`config.mk`:
```
export PLATFORM = sky130hd
export DESIGN_NAME = pll_reset_seq
export DESIGN_NICKNAME = d
export VERILOG_FILES = /design/src/rtl/pll_reset_pkg.sv /design/src/rtl/sync_bit.sv /design/src/rtl/pll_reset_seq.sv
export SDC_FILE = /design/constraint.sdc
export NUM_CORES = 1
export LEC_CHECK = 0
export BUFFER_PORTS_ARGS = -buffer_cell sky130_fd_sc_hd__buf_2
export CORE_AREA = 2 2 114 72
export CTS_CLUSTER_SIZE = 8
export DETAILED_ROUTE_END_ITERATION = 6
export DIE_AREA = 0 0 116 74
export SLEW_MARGIN = 20
export SYNTH_ARGS = -nofsm -noshare
export SYNTH_HDL_FRONTEND = slang
export SYNTH_SLANG_ARGS = --single-unit
export TNS_END_PERCENT = 30
```
`constraint.sdc`:
```
create_clock -name clock -period 2.9 [get_ports clock]
set_input_delay 0.29 -clock clock [delete_from_list [all_inputs] [get_ports clock]]
set_output_delay 0.29 -clock clock [all_outputs]
set_load 0.1 [all_outputs]
```
`src/rtl/pll_reset_pkg.sv`:
```
// Shared types and sizing helpers for the PLL lock-qualified reset sequencer.
package pll_reset_pkg;

  typedef enum logic [2:0] {
    PLLRST    = 3'd0,
    WAIT_LOCK = 3'd1,
    STABLE    = 3'd2,
    RELEASE   = 3'd3,
    RUN       = 3'd4
  } state_t;

  // One shared counter serves every timed state, so it must hold the largest terminal count.
  function automatic int cnt_width(input int a, input int b, input int c, input int d);
    int m;
    m = a;
    if (b > m) m = b;
    if (c > m) m = c;
    if (d > m) m = d;
    return (m < 2) ? 1 : $clog2(m);
  endfunction

  function automatic int idx_width(input int n);
    return (n < 2) ? 1 : $clog2(n);
  endfunction

endpackage

```
`src/rtl/sync_bit.sv`:
```
// Multi-flop synchroniser for a single asynchronous level signal.
module sync_bit #(
  parameter int STAGES = 2
) (
  input  logic clock,
  input  logic reset_n,
  input  logic d,
  output logic q
);

  // Fewer than two stages gives no metastability settling time.
  localparam int N = (STAGES < 2) ? 2 : STAGES;

  logic [N-1:0] sync_q;
  logic [N-1:0] sync_d;

  always_comb begin
    sync_d = {sync_q[N-2:0], d};
  end

  always_ff @(posedge clock or negedge reset_n) begin
    if (!reset_n) sync_q <= '0;
    else          sync_q <= sync_d;
  end

  assign q = sync_q[N-1];

endmodule

```
`src/rtl/pll_reset_seq.sv`:
```
// Holds the PLL in reset, qualifies lock, then releases downstream resets
// one at a time; any lock loss after release starts re-asserts everything.
module pll_reset_seq
  import pll_reset_pkg::*;
#(
  parameter int NUM_RESETS     = 3,
  parameter int SYNC_STAGES    = 2,
  parameter int PLL_RST_CYCLES = 16,
  parameter int LOCK_CYCLES    = 1024,
  parameter int STAGGER        = 16,
  parameter int TIMEOUT        = 65536,
  parameter int CNT_W          = 8
) (
  input  logic                  clock,
  input  logic                  reset_n,
  input  logic                  pll_lock,
  output logic                  pll_resetb,
  output logic [NUM_RESETS-1:0] rst_out,
  output logic                  ready,
  output logic [CNT_W-1:0]      loss_count
);

  localparam int TMR_W = cnt_width(PLL_RST_CYCLES, LOCK_CYCLES, STAGGER, TIMEOUT);
  localparam int IDX_W = idx_width(NUM_RESETS);

  localparam logic [TMR_W-1:0] PLL_RST_LAST = TMR_W'(PLL_RST_CYCLES - 1);
  localparam logic [TMR_W-1:0] TIMEOUT_LAST = TMR_W'(TIMEOUT - 1);
  localparam logic [TMR_W-1:0] LOCK_LAST    = TMR_W'(LOCK_CYCLES - 1);
  localparam logic [TMR_W-1:0] STAGGER_LAST = TMR_W'(STAGGER - 1);
  localparam logic [IDX_W-1:0] IDX_LAST     = IDX_W'(NUM_RESETS - 1);

  logic lock_s;

  state_t                state_q, state_d;
  logic [TMR_W-1:0]      cnt_q, cnt_d;
  logic [IDX_W-1:0]      idx_q, idx_d;
  logic                  pll_resetb_q, pll_resetb_d;
  logic [NUM_RESETS-1:0] rst_out_q, rst_out_d;
  logic                  ready_q, ready_d;
  logic [CNT_W-1:0]      loss_q, loss_d;

  sync_bit #(.STAGES(SYNC_STAGES)) u_lock_sync (
    .clock   (clock),
    .reset_n (reset_n),
    .d       (pll_lock),
    .q       (lock_s)
  );

  always_comb begin
    state_d      = state_q;
    cnt_d        = cnt_q + 1'b1;
    idx_d        = idx_q;
    pll_resetb_d = pll_resetb_q;
    rst_out_d    = rst_out_q;
    ready_d      = ready_q;
    loss_d       = loss_q;

    case (state_q)
      PLLRST: begin
        pll_resetb_d = 1'b0;
        rst_out_d    = '1;
        ready_d      = 1'b0;
        if (cnt_q == PLL_RST_LAST) begin
          state_d      = WAIT_LOCK;
          cnt_d        = '0;
          pll_resetb_d = 1'b1;
        end
      end

      // Lock is checked before the timeout so a lock on the final cycle wins.
      WAIT_LOCK: begin
        if (lock_s) begin
          state_d = STABLE;
          cnt_d   = '0;
        end else if (cnt_q == TIMEOUT_LAST) begin
          state_d      = PLLRST;
          cnt_d        = '0;
          pll_resetb_d = 1'b0;
        end
      end

      STABLE: begin
        if (!lock_s) begin
          state_d = WAIT_LOCK;
          cnt_d   = '0;
        end else if (cnt_q == LOCK_LAST) begin
          state_d      = RELEASE;
          cnt_d        = '0;
          idx_d        = '0;
          rst_out_d[0] = 1'b0;
          if (NUM_RESETS == 1) begin
            state_d = RUN;
            ready_d = 1'b1;
          end
        end
      end

      RELEASE: begin
        if (!lock_s) begin
          state_d   = WAIT_LOCK;
          cnt_d     = '0;
          rst_out_d = '1;
          ready_d   = 1'b0;
          if (loss_q != '1) loss_d = loss_q + 1'b1;
        end else if (cnt_q == STAGGER_LAST) begin
          cnt_d            = '0;
          idx_d            = idx_q + 1'b1;
          rst_out_d[idx_d] = 1'b0;
          if (idx_d == IDX_LAST) begin
            state_d = RUN;
            ready_d = 1'b1;
          end
        end
      end

      RUN: begin
        cnt_d = cnt_q;
        if (!lock_s) begin
          state_d   = WAIT_LOCK;
          cnt_d     = '0;
          rst_out_d = '1;
          ready_d   = 1'b0;
          if (loss_q != '1) loss_d = loss_q + 1'b1;
        end
      end

      default: begin
        state_d      = PLLRST;
        cnt_d        = '0;
        pll_resetb_d = 1'b0;
        rst_out_d    = '1;
        ready_d      = 1'b0;
      end
    endcase
  end

  always_ff @(posedge clock or negedge reset_n) begin
    if (!reset_n) begin
      state_q      <= PLLRST;
      cnt_q        <= '0;
      idx_q        <= '0;
      pll_resetb_q <= 1'b0;
      rst_out_q    <= '1;
      ready_q      <= 1'b0;
      loss_q       <= '0;
    end else begin
      state_q      <= state_d;
      cnt_q        <= cnt_d;
      idx_q        <= idx_d;
      pll_resetb_q <= pll_resetb_d;
      rst_out_q    <= rst_out_d;
      ready_q      <= ready_d;
      loss_q       <= loss_d;
    end
  end

  assign pll_resetb = pll_resetb_q;
  assign rst_out    = rst_out_q;
  assign ready      = ready_q;
  assign loss_count = loss_q;

endmodule

```
==> impl_metrics.yaml, run 1 <==
clock_tree:
  cts_resized: 0
  h-tree-depth: 2
  clkLatencyLatePin_ps: 290
  post-cts-setup-buffers: 0
  cts_sinks: 36
  cts-root-buf: "clkbuf_16"
  cts_buffers: 5
  clkTransAtPathRegs_ps: 60
  hold_buffers: 0
  cts_tree: "done"
  cts.path.max_buffers: 2
critical_path:
  timing.rr.start: "cnt_q[7]"
  path_class: "flop to flop"
  end_kind: "flop"
  crit_required_ps: 3060
  cp-start-kind: "flop"
  r2r_slack_ps: 480
  rr_endpoint: "cnt_q[13]"
  crit_arrival_ps: 2580
  path_max_fanout: 13
  reg2regPathDepth: 6
routing:
  first_iter_violations: 107
  vias: 1857
  antenna_left: 0
  drt_pass1_iterations: 4
  drt_wl_total_um: 5400
  wl_per_cell_um: 15.0
  drcViolationCount: 0
  viasPerCell: 5.14
floorplan:
  dieArea_mm2: 0.00858
  io_pins: 16
  die_h_um: 74
  start_util: 0.288
  rows: 25
  die_width_um: 116
  coreArea_mm2: 0.00757
sta:
  clock_skew_ps: 4.24
  period_minus_slack_ps: 2420
  setup_tns_ps: 0
  period_share: 0.836
  finalMaxSlewViolations: 0
  clock.fmax_ghz: 0.413
  slew_headroom: 0.432
  setup_viol: 0
  hold_viol: 0
  worst_pin_slew_ps: 853
  rsz0062_at_grt: "no"
outcome:
  status: "finished clean"
synth:
  synth_top_family_by_area: "simple AND/OR/NAND/NOR gates"
  syn-num-nets: 235
  synth_flop_cell: "dfrtp_1"
  synth_area_mm2: 0.00218
  yosysTopAreaCellShare: 0.378
  synth_edf_count: 0
  synthAdderAreaFrac: 0.0287
  netlist_instances: 227
  synth_seq_cells: 36
  synth_compound_area_frac: 0.199
  synthSimpleGateAreaFrac: 0.256
  yosys.area.top_type: "dfrtp_1"
  yosysWarningCount: 0
  avgSynthCellArea_um2: 9.61
  synth_common_cells: "dfrtp_1, nor2_1, nand2_1"
  yosysMostFrequentCell: "dfrtp_1"
  synth.area.mux_share: 0.0235
  ys_types: 54
  synth_xor_area_frac: 0.0361
  ys_seq_area_frac: 0.415
  yosys-top-cells-area: "dfrtp_1, dfstp_2, nor2_1"
  async_flop_share: 1.00
layout:
  post_layout_nonfiller_instances: 361
  nNetsFinal: 260
  drive_gt1_frac: 0.213
  n_antenna_cell: 0
  syn2layout_area_growth_pct: 19.8
global_routing:
  grt_usage: 0.144
  grt_pass1_vias: 1875
  grt_overflow_total: 0
  grt_max_degree: 37
  antenna_found_initial: 0
  grt_pass1_wl_um: 9520
power:
  powerDensity_mw_per_mm2: 785
  peakVddDrop_mv: 0.591
  leakagePower_nw: 1.06
placement:
  gp_congestion: 0.840
  dp_hpwl_um: 3720
  port_buffers: 15
  dp.cells: 353
flow_run:
  cap_violations: 0
hold_path:
  min_path_type: "primary input to asynchronous set/reset pin"
-- metal layers --
metal,share of wire,track usage
met1,0.52,0.227
met2,0.38,0.179
met3,0.084,0.0407
met5,0,0
met4,0.015,0.0569
-- power by group --
| group | internal [mW] | leakage, nW | total [mW] | switching (mW) |
|---|---|---|---|---|
| combinational | 0.229 | 0.500 | 0.773 | 0.545 |
| clock | 0.404 | 0.0798 | 0.624 | 0.220 |
| sequential | 0.572 | 0.477 | 0.655 | 0.0838 |
| total | 1.20 | 1.06 | 2.05 | 0.848 |
-- cells by family after synthesis --
kind of cell,after synthesis
compound gates,57
xor+xnor,9
fa+ha+maj,5
buf+inv,20
flops,36
mux,5
simple gates,95
-- cell usage in the layout (no fill, tap or decap), drive strengths merged, types with 2 or more instances in the layout --
master,n
mux2i,4
o41ai,2
ha,5
or4,5
nand3b,3
buf,29
nand2b,2
nand3,13
and3,6
o311ai,8
nor4,6
inv,9
a31oi,3
nand4,9
a211oi,2
a2111oi,2
o32ai,2
o21ai,10
a21oi,10
dfstp,3
nor3,6
xnor2,5
clkbuf,5
xor2,4
or3,4
nor2,18
o21a,3
o31ai,9
dfrtp,33
nand2,15
-- worst max path at each step --
stage,startpoint,end,slack (ps)
floorplan,loss_count[0],loss_count[6],740
detailed placement,cnt_q[0],cnt_q[8],450
global placement,cnt_q[0],cnt_q[8],550
global route,cnt_q[7],cnt_q[15],300
finish,cnt_q[7],cnt_q[13],480
CTS,cnt_q[0],cnt_q[8],420
-- metrics by stage --
stage               total power [mW]  area [um2]  worst slack, ps  hold WS, ps   util
floorplan                       1.27        2180              744        -5.59      -
global placement                1.42        2440              554          335  0.322
detailed placement              1.43        2440              451          335  0.322
CTS                             2.06        2610              416          103  0.344
global route                    2.18        2610              304          106  0.345
finish                          2.05        2610              477          108  0.345
-- state kept, by name, summed over array words and instances, names as in the netlist --
name / cells
loss_count: 8
idx_q: 2
state_q: 3
u_lock_sync.sync_q: 2
cnt_q: 16
ready: 1
pll_resetb: 1
rst_out: 3
-- worst max-delay path, cell delays in order (launching register included) --
cell and delay, ps:
dfrtp_1 460, or4_1 670, nor4_4 390, a211oi_2 100, buf_4 210, o311ai_0 340
o21ai_1 110
-- cell type report --
cell class	count	area, um2
well taps	108	135
clock inverters	3	42.5
clock buffers	5	125
multi-input cells	171	1190
fillers	787	4960
flip-flops and latches	36	905
repair buffers	29	180
inverters	9	33.8
(Power assumes the default switching activity.)
==> run 2, diff against run 1 <==
clock period = 1.95 ns   (was 2.9 ns; I/O delays follow)
==> impl_metrics.yaml, run 2 (synthesized netlist as in run 1, its figures left out) <==
power:
  switching_share: 0.420
  internal_power_mw: 1.97
  pwr-share-comb: 0.488
  powerDensity_mw_per_mm2: 1040
  leakagePower_nw: 1.33
  peakVddDrop_mv: 0.370
  p_seq_frac: 0.276
  p_sw_mw: 1.43
  power_frac_clock: 0.236
critical_path:
  crit_arrival_ps: 2310
  path_class: "flop to flop"
  end_kind: "flop"
  cp-start-kind: "flop"
  path_max_fanout: 5
  r2r_slack_ps: -220
  crit_required_ps: 2100
layout:
  mostFrequentLayoutCell: "buf_4"
  nNetsFinal: 308
  syn2layout_area_growth_pct: 48.9
  regMostFlops: "cnt_q"
  n_antenna_cell: 0
  largest_register_ffs: 16
  mostFrequentLayoutCells: "buf_4, dfrtp_1, nor2_1, buf_2, nand2_1"
  drive_gt1_frac: 0.429
placement:
  port_buffers: 15
  dp_hpwl_um: 4670
  gp_congestion: 0.882
  pre_cts_ws_ps: -398
sta:
  finalMaxSlewViolations: 0
  holdWs_ps: 26.5
  fin_ws_ps: -217
  period_share: 1.11
  period_minus_slack_ps: 2170
  hold_viol: 0
  rsz0062_at_grt: "yes"
  clock_skew_ps: 6.51
  slew_headroom: 0.671
  worst_pin_slew_ps: 498
  clock.fmax_ghz: 0.461
  setup_viol: 20
routing:
  viasPerCell: 5.21
  wl_per_cell_um: 16.1
  drt_wl_total_um: 6580
  vias: 2130
  first_iter_violations: 192
  drt_pass1_iterations: 4
  antenna_left: 0
  drcViolationCount: 0
hold_path:
  min_path_type: "primary input to flop"
floorplan:
  start_util: 0.288
  rows: 25
  die_h_um: 74
  die_width_um: 116
  dieArea_mm2: 0.00858
  coreArea_mm2: 0.00757
  io_pins: 16
clock_tree:
  h-tree-depth: 2
  cts_tree: "done"
  cts_buffers: 5
  cts_sinks: 36
  clkTransAtPathRegs_ps: 60
  cts.path.max_buffers: 2
  cts-root-buf: "clkbuf_16"
  clkLatencyLatePin_ps: 280
outcome:
  status: "finished with violations"
  violations: "negative setup slack"
global_routing:
  grt_overflow_total: 0
  grt_pass1_wl_um: 10700
  grt_pass1_vias: 2084
  grt_usage: 0.163
  grt_max_degree: 30
  antenna_found_initial: 0
flow_run:
  cap_violations: 0
==> run 2: changes by cell type in the layout (fill, tap and decap cells not counted), sizes merged <==
cell	change
buf	+47
clkinv	-1
clkinvlp	-1
clkbuf	+3
bufinv	-1
dlygate4sd3	+1
==> run 2: worst max-delay path, cell delays in order (launching register included) <==
cell and delay [ps]:
dfrtp_1 370, or4_4 590, nor4_4 380, nor3_4 130, buf_6 170, o311ai_4 260
o31ai_1 120
==> run 2: area by class of cell <==
type                    count  area [um2]
flip-flops and latches     36         912
repair buffers             77         587
well taps                 108         135
fillers                   746        4320
multi-input cells         171        1430
inverters                   9        33.8
clock buffers               8         146
==> run 2: path summary, 6_finish.rpt <==
path	to	cells past startpoint	start
setup reg to reg	cnt_q[9]	6	cnt_q[10]
hold reg to reg	u_lock_sync.sync_q[1]	0	u_lock_sync.sync_q[0]
hold / removal	u_lock_sync.sync_q[0]	1	pll_lock
max in group asynchronous	rst_out[2]	3	reset_n
setup / recovery	cnt_q[9]	6	cnt_q[10]
min in group asynchronous	loss_count[6]	2	reset_n
==> run 2: per-layer routing <==
metal	share of wire	global-route usage
met1	0.50	0.236
met2	0.43	0.241
met3	0.063	0.0448
met4	0.0059	0.0450
met5	0	0
==> run 2: repair_timing <==
action,4_1_cts,5_1_grt
setup buffers,5,4
gates cloned,1,0
hold buffers,1,0
endpoints found under the setup margin,21,25
hold endpoints to repair,7,0
pin swaps,8,10
resized for setup,21,21
==> run 2: power groups by stage <==
stage | Sequential [mW] | Clock (mW) | Combinational, mW
global placement | 0.949 | 0 | 1.31
detailed placement | 0.949 | 0 | 1.32
floorplan | 1.26 | 0 | 0.624
global route | 0.953 | 0.862 | 1.77
CTS | 0.938 | 0.825 | 1.50
finish | 0.936 | 0.799 | 1.66
==> run 2: through the flow <==
step / area [um2] / setup TNS (ps) / util / instances / power, mW
after CTS: 3060 / -2740 / 0.404 / 405 / 3.27
after global placement: 2730 / -3690 / 0.361 / 390 / 2.26
after global routing: 3250 / -5160 / 0.429 / 409 / 3.59
final: 3250 / -3520 / 0.429 / 409 / 3.39
after floorplan: 2200 / -1420 / - / 227 / 1.89
after detailed placement: 2730 / -4840 / 0.361 / 390 / 2.27
==> run 3, diff against run 2 <==
CORE_AREA = 2 2 111 70   (was 2 2 114 72)
CTS_CLUSTER_DIAMETER = 60   (was unset)
DIE_AREA = 0 0 113 72   (was 0 0 116 74)
SYNTH_HIERARCHICAL = 1   (was unset)
==> impl_metrics.yaml, run 3 <==
sta:
  hold_viol: 0
  rsz0062_at_grt: "yes"
  finalMaxSlewViolations: 0
  clock_skew_ps: 3.51
  clock.fmax_ghz: 0.453
  period_share: 1.13
  setup_viol: 26
  fin_ws_ps: -258
  worst_pin_slew_ps: 848
  setup_tns_ps: -4390
  holdWs_ps: 21.1
  period_minus_slack_ps: 2210
  slew_headroom: 0.435
synth:
  synth_edf_count: 0
  ys_types: 53
  yosysWarningCount: 6
  ys_seq_area_frac: 0.431
  synth_common_cells: "dfrtp_1, nand2_1, nor2_1"
  async_flop_share: 1.00
  yosysTopAreaCellShare: 0.394
  yosys-top-cells-area: "dfrtp_1, o21ai_0, nand2_1"
  yosys.area.top_type: "dfrtp_1"
  syn-num-nets: 244
  synth_seq_cells: 36
  yosysMostFrequentCell: "dfrtp_1"
  avgSynthCellArea_um2: 8.89
  synth_flop_cell: "dfrtp_1"
  netlist_instances: 236
  synth_area_mm2: 0.00210
layout:
  post_layout_nonfiller_instances: 380
  mostFrequentLayoutCells: "buf_4, dfrtp_1, nand2_1, nor2_1, buf_2"
  regMostFlops: "cnt_q"
  drive_gt1_frac: 0.308
  nNetsFinal: 296
  post-route-util: 0.394
  n_antenna_cell: 0
  largest_register_ffs: 16
  final_cell_area_mm2: 0.00279
  syn2layout_area_growth_pct: 33.2
  mostFrequentLayoutCell: "buf_4"
power:
  leakagePower_nw: 1.27
  powerDensity_mw_per_mm2: 1290
  finalPower_mw: 3.60
  peakVddDrop_mv: 0.556
floorplan:
  rows: 24
  start_util: 0.296
  coreArea_mm2: 0.00709
  die_h_um: 72
  io_pins: 16
  die_width_um: 113
  dieArea_mm2: 0.00814
clock_tree:
  cts_tree: "done"
  clkLatencyLatePin_ps: 280
  clkTransAtPathRegs_ps: 50
  cts.path.max_buffers: 2
  cts_buffers: 5
  cts_sinks: 36
  h-tree-depth: 2
  cts-root-buf: "clkbuf_16"
routing:
  wl_per_cell_um: 15.9
  first_iter_violations: 127
  viasPerCell: 5.34
  drt_wl_total_um: 6050
  vias: 2031
  drcViolationCount: 2
  antenna_left: 0
  drt_pass1_iterations: 6
critical_path:
  path_max_fanout: 5
  end_kind: "flop"
  cpLargestDelayFamily: "simple AND/OR/NAND/NOR gates"
  cp_num_buf_inv: 0
  max_stage_delay_ps: 530
  crit_required_ps: 2120
  critPathSlowestCell: "or4_4"
  crit_arrival_ps: 2380
  cp-start-kind: "flop"
  path_class: "flop to flop"
  cp_cell_sequence: "or4_1 -> or4_4 -> and2_4 -> or2_4 -> a22o_1"
flow_run:
  cap_violations: 0
outcome:
  status: "finished with violations"
  violations: "design-rule violations, negative setup slack"
placement:
  gp_congestion: 0.908
  dp.cells: 371
  pre_cts_ws_ps: -278
  port_buffers: 15
  place_area_mm2: 0.00255
  dp_hpwl_um: 4300
global_routing:
  grt_pass1_vias: 1943
  met3_usage: 0.0418
  top_usage_layer: "met1"
  grt_max_degree: 37
  antenna_found_initial: 0
  grt_overflow_total: 0
  grt_use_met2: 0.209
  grt_pass1_wl_um: 9960
  grt_usage: 0.156
  grt_util_met1: 0.246
hold_path:
  min_path_type: "primary input to asynchronous set/reset pin"
## run 3: cell count changes after synthesis, moves of 3 or more
| cell | previous run | this run |
|---|---|---|
| or3_1 | 4 | 1 |
| o22ai_1 | 1 | 5 |
| o31ai_1 | 9 | 0 |
| clkbuf_1 | 5 | 10 |
| o21ai_0 | 2 | 17 |
| o311ai_0 | 3 | 0 |
| mux2i_1 | 4 | 1 |
| o2bb2ai_1 | 0 | 3 |
| o211ai_1 | 0 | 4 |
| o311ai_1 | 5 | 1 |
| a22o_1 | 0 | 4 |
| o21ai_1 | 8 | 1 |
| nand2_1 | 15 | 22 |
## run 3: final cells by class
| type | instances | area [um2] |
|---|---|---|
| fillers | 732 | 4290 |
| multi-input cells | 175 | 1160 |
| flip-flops and latches | 36 | 905 |
| repair buffers | 59 | 417 |
| clock buffers | 8 | 156 |
| well taps | 91 | 114 |
| inverters | 11 | 41.3 |
## run 3: per-layer routing
layer / routed length (um) / part of all wire
met5: 0 / 0
met4: 72 / 0.012
met3: 501 / 0.083
met2: 2370 / 0.39
met1: 3110 / 0.51
## run 3: what timing repair did
| item | in CTS | in global routing |
|---|---|---|
| pin swaps | 6 | 1 |
| gates resized for setup | 19 | 2 |
| endpoints found under the hold margin | 0 | 0 |
| hold buffers | 0 | 0 |
| setup endpoints to repair | 26 | 26 |
| buffers inserted | 1 | 0 |
## run 3: logic make-up (layout without fill, tap and decap cells)
| family | after synthesis | count (layout) | share of synthesized area |
|---|---|---|---|
| buffers and inverters | 25 | 78 | 0.0465 |
| muxes | 3 | 3 | 0.0155 |
| xor gates and xnor gates | 8 | 8 | 0.0334 |
| AOI/OAI and AO/OA | 59 | 59 | 0.189 |
| DFF | 36 | 36 | 0.431 |
| and+or+nand+nor | 100 | 100 | 0.254 |
| adders and majority gates | 5 | 5 | 0.0298 |
## run 3: path summary, 6_finish.rpt
path | from | slack [ps] | depth (start not counted) | end
setup / recovery | cnt_q[8] | -260 | 5 | cnt_q[1]
hold / removal | reset_n | 20 | 1 | idx_q[0]
hold reg to reg | u_lock_sync/sync_q[0] | 350 | 0 | u_lock_sync/sync_q[1]
setup reg to reg | cnt_q[8] | -260 | 5 | cnt_q[1]
min in group clock | pll_lock | 20 | 1 | u_lock_sync/sync_q[0]
max in group asynchronous | reset_n | 1400 | 1 | cnt_q[5]
## run 3: report_power, final
| part | internal, mW | switching, mW |
|---|---|---|
| combinational | 0.640 | 1.11 |
| sequential | 0.870 | 0.121 |
| clock | 0.544 | 0.312 |
